--- src/rtl/bin2bcd_seq.sv ---
// bin2bcd_seq: sequential 8-bit binary to 3-digit BCD converter (double-dabble).
// A conversion takes eight shift iterations. The digits are loaded on the last
// iteration and then held until the next completion or a reset.
//
// Ports:
//   clk       rising-edge clock
//   rst       synchronous active-high reset
//   start     conversion request, sampled only while idle
//   bin       8-bit unsigned operand, sampled together with start
//   busy      high while the shift iterations are running
//   done      one-cycle pulse; hundreds/tens/ones are valid
//   hundreds  BCD hundreds digit (0..2)
//   tens      BCD tens digit (0..9)
//   ones      BCD ones digit (0..9)
module bin2bcd_seq (
  input  logic       clk,
  input  logic       rst,
  input  logic       start,
  input  logic [7:0] bin,
  output logic       busy,
  output logic       done,
  output logic [3:0] hundreds,
  output logic [3:0] tens,
  output logic [3:0] ones
);

  localparam int unsigned BIN_W  = 8;
  localparam int unsigned BCD_W  = 12;
  localparam int unsigned CNT_W  = 3;
  localparam int unsigned DIGITS = 3;

  typedef enum logic [1:0] {
    ST_IDLE  = 2'd0,
    ST_SHIFT = 2'd1,
    ST_DONE  = 2'd2
  } state_t;

  state_t             state;
  logic [BIN_W-1:0]   sr;
  logic [BCD_W-1:0]   scratch;
  logic [CNT_W-1:0]   cnt;

  logic [BCD_W-1:0]       adj;
  logic [BCD_W+BIN_W-1:0] shifted;
  logic [BCD_W-1:0]       next_scratch;
  logic [BIN_W-1:0]       next_sr;

  // One double-dabble step: add 3 to every nibble >= 5, then shift {scratch, sr} left.
  always_comb begin
    adj = scratch;
    for (int i = 0; i < DIGITS; i++) begin
      if (scratch[4*i +: 4] >= 4'd5) begin
        adj[4*i +: 4] = scratch[4*i +: 4] + 4'd3;
      end
    end
    shifted      = {adj, sr} << 1;
    next_scratch = shifted[BCD_W+BIN_W-1:BIN_W];
    next_sr      = shifted[BIN_W-1:0];
  end

  // Control FSM with registered outputs.
  always_ff @(posedge clk) begin
    if (rst) begin
      state    <= ST_IDLE;
      sr       <= '0;
      scratch  <= '0;
      cnt      <= '0;
      busy     <= 1'b0;
      done     <= 1'b0;
      hundreds <= '0;
      tens     <= '0;
      ones     <= '0;
    end else begin
      done <= 1'b0;
      case (state)
        ST_IDLE: begin
          if (start) begin
            sr      <= bin;
            scratch <= '0;
            cnt     <= '0;
            busy    <= 1'b1;
            state   <= ST_SHIFT;
          end
        end
        ST_SHIFT: begin
          sr      <= next_sr;
          scratch <= next_scratch;
          cnt     <= cnt + CNT_W'(1);
          if (cnt == CNT_W'(7)) begin
            hundreds <= next_scratch[11:8];
            tens     <= next_scratch[7:4];
            ones     <= next_scratch[3:0];
            busy     <= 1'b0;
            done     <= 1'b1;
            state    <= ST_DONE;
          end
        end
        ST_DONE: begin
          // Any start seen here is dropped; only IDLE accepts requests.
          state <= ST_IDLE;
        end
        default: begin
          state <= ST_IDLE;
          busy  <= 1'b0;
        end
      endcase
    end
  end

endmodule

--- config.mk ---
export PLATFORM = sky130hd
export DESIGN_NAME = bin2bcd_seq
export DESIGN_NICKNAME = d
export VERILOG_FILES = /design/src/rtl/bin2bcd_seq.sv
export SDC_FILE = /design/constraint.sdc
export NUM_CORES = 1
export LEC_CHECK = 0
export BUFFER_PORTS_ARGS = -buffer_cell sky130_fd_sc_hd__buf_2
export CORE_MARGIN = 4
export CORE_UTILIZATION = 60
export CTS_BUF_LIST = sky130_fd_sc_hd__clkbuf_4 sky130_fd_sc_hd__clkbuf_8
export DETAILED_ROUTE_END_ITERATION = 10
export PLACE_DENSITY = 0.83
export SYNTH_ARGS = -nofsm -noshare
export SYNTH_HDL_FRONTEND = slang
export SYNTH_SLANG_ARGS = --single-unit
export TNS_END_PERCENT = 100
--- constraint.sdc ---
create_clock -name clk -period 4.4 [get_ports clk]
set_clock_uncertainty 0.15 [all_clocks]
set_input_delay 0.66 -clock clk [delete_from_list [all_inputs] [get_ports clk]]
set_output_delay 0.66 -clock clk [all_outputs]
set_load 0.02 [all_outputs]
==> impl_metrics.yaml <==
status:
  outcome: "finished, final reports clean"
cells_and_area:
  ff_latch_area_um2: 781
  most_common_cell_after_layout_fill_and_taps_aside: "sky130_fd_sc_hd__dfxtp_1"
  ant_diodes: 0
  most-common-layout-cells: "39 x sky130_fd_sc_hd__dfxtp_1, 24 x sky130_fd_sc_hd__buf_2, 20 x sky130_fd_sc_hd__nor2_1, 13 x sky130_fd_sc_hd__o21ai_1"
  layout.nets: 229
  multiInputGateArea_um2: 866
  areaGrowthSynthToFinish_pct: 9.93
  final.fill_count: 219
  final_core_utilization_pct: 69.3
  drive_gt1_share_pct: 19.0
worst_setup_path:
  crit_type: "reg -> reg"
  crit_path_max_fo: 15
  critPathLaunch: "state[0]"
  reg2reg_from: "state[0]"
  required_time_at_the_endpoint_of_the_critical_path_ns: 4.53
  worst_setup_path_start_kind: "flop"
  arrival_time_worst_endpoint_ns: 2.12
  critPathCaptureType: "flop"
floorplan:
  core-area_um2: 2760
  io_pins: 25
  die_area_um2: 3820
  initial_utilization_pct: 63.1
  fp.dieH_um: 61.8
  die_w_um: 61.8
  placementRows: 19
timing:
  finalCriticalPeriod_ns: 1.99
  rsz0062_at_grt: "no"
  worst_slew_margin_relative_to_its_limit_pct: 54.0
  clock.fmax_mhz: 503
  slew_viol_final: 0
  setup-violations-final: 0
  finalCritPeriodShare_pct: 45.2
  tightestPinTransition_ns: 0.687
  hold_viol: 0
  fin_hold_ws_ns: 0.318
  timing.setup.tns_ns: 0
  final.setup.worst_slack_ns: 2.41
cts:
  clk_buf_depth: 2
  clock_pin_slew_on_the_worst_setup_and_hold_paths_ns: 0.11
  cts_repair_resize_count: 0
  cts_hold_buffers: 0
  cts.repair_timing.setup_buffer_count: 0
  clk-insertion-delay-late_ns: 0.35
  cts_tree: "yes"
  clock_sink_count: 39
  cts_made_buffers: 5
  cts_max_level: 2
  root_buffer_cell: "sky130_fd_sc_hd__clkbuf_4"
grt:
  grt_remaining_overflow: 0
  largest_net_degree_at_the_start_of_global_routing: 40
  wire_length_of_the_first_global_routing_pass_um: 5980
  first_global_vias: 1320
  globalRouteTotalUtil_pct: 21.2
  grt_antenna_before_repair: 0
job:
  max_cap_viol_count: 0
hold_path:
  hold_path_startpoint: "ones[0]"
  hold_path_class: "reg -> reg"
routing:
  dr.pass1.iters: 4
  routed_via_density: 5.88
  via_count: 1422
  drtIter0Drc: 74
  final_routed_wirelength_across_all_metal_layers_um: 3560
  remaining_drc_errors: 0
  avgRoutedWirePerCell_um: 14.7
  detail-route-antenna-nets: 0
placement:
  routabilityCongestion: 0.763
  placement.io_buffers: 24
  preCtsSetupSlack_ns: 2.09
  detailed_place_hpwl_um: 2500
pwr:
  vdd_ir_drop_max_uv: 402
  p_leak_nw: 0.764
  power.density_cell_area_nw_per_um2: 330
logic_synthesis:
  yosys_warnings: 0
  post_synth_cell_types: 29
  synth.top_cells.by_area: "sky130_fd_sc_hd__dfxtp_1 45%, sky130_fd_sc_hd__ha_1 5.8%, sky130_fd_sc_hd__a211oi_1 5.2%"
  synth_seq_area_share_pct: 44.9
  top_cell_type_by_total_area_after_synthesis: "sky130_fd_sc_hd__dfxtp_1"
  netlist_area_um2: 1740
  synth-seq-cells: 39
  syn-instance-count: 189
  synth_top_cell_area_share_pct: 44.9
  post_synth.cell_area_avg_um2: 9.20
  synth_nets: 208
## final cells by class
cell class	instances	share of cell area (%)
Multi-Input combinational cell	131	45.3
Sequential cell	39	40.8
Timing Repair Buffer	24	6.28
Clock buffer	8	3.80
Tap cell	31	2.03
Inverter	9	1.77
## cell families after synthesis
group | synth area share, %
AO/OA/AOI/OAI | 16.2
AND/OR/NAND/NOR | 20.4
multiplexers | 5.97
flip-flops | 44.9
buffers and inverters | 5.32
adder cells (fa/ha/maj) | 5.76
XOR/XNOR | 1.51
## sequential cells by signal (all words and copies together), names as in the netlist
signal and cells:
busy 1, hundreds 4, ones 4, scratch 12, sr 8, cnt 3
done 1, tens 4, state 2
## critical path, stage by stage, from the launching register on
cell,delay [ns]
sky130_fd_sc_hd__dfxtp_1,0.37
sky130_fd_sc_hd__nor2b_2,0.49
sky130_fd_sc_hd__and2_1,0.49
sky130_fd_sc_hd__nand2b_2,0.25
sky130_fd_sc_hd__o21ai_1,0.18
## worst paths after layout
path / cells after the start / end / slack (ns)
worst max register to register: 4 / ones[2] / 2.41
worst min-delay path: 2 / ones[0] / 0.32
worst max-delay path: 4 / ones[2] / 2.41
worst min register to register: 2 / ones[0] / 0.32
## power by group
group | total [mW] | switching [mW] | internal [mW] | leakage [nW]
Sequential | 0.368 | 0.00560 | 0.363 | 0.317
Combinational | 0.0486 | 0.0296 | 0.0190 | 0.405
Clock | 0.214 | 0.114 | 0.100 | 0.0420
## routing by layer
layer  share of wire [%]  GRT usage, %  routed length, um  vias to the layer above
li1                    -             -                  -                      712
met1                  46          26.2               1640                      670
met2                  47          35.3               1690                       34
met3                 5.4          6.20                191                        6
met4                 1.2          7.58                 43                        0
met5                   0             0                  0                        -
## cell usage after synthesis, drive strengths merged
master / count
inv: 9
dfxtp: 39
mux2: 3
or3b: 1
a22oi: 3
nor2: 20
or4: 5
nand3b: 9
xnor2: 3
nand3: 3
nor3b: 5
mux2i: 7
ha: 8
o21ai: 20
nand2b: 6
a32oi: 1
nor2b: 2
nor3: 7
and2: 1
nand2: 3
a211oi: 12
buf: 6
clkbuf: 4
a21oi: 12
## stage by stage
stage	total power [mW]	cell area, um2	cells
floorplan	0.415	1740	189
finish	0.631	1910	242
CTS	0.635	1910	242
global placement	0.422	1840	234
detailed placement	0.425	1840	234
global route	0.658	1910	242
Power figures use the tool's default switching activity.
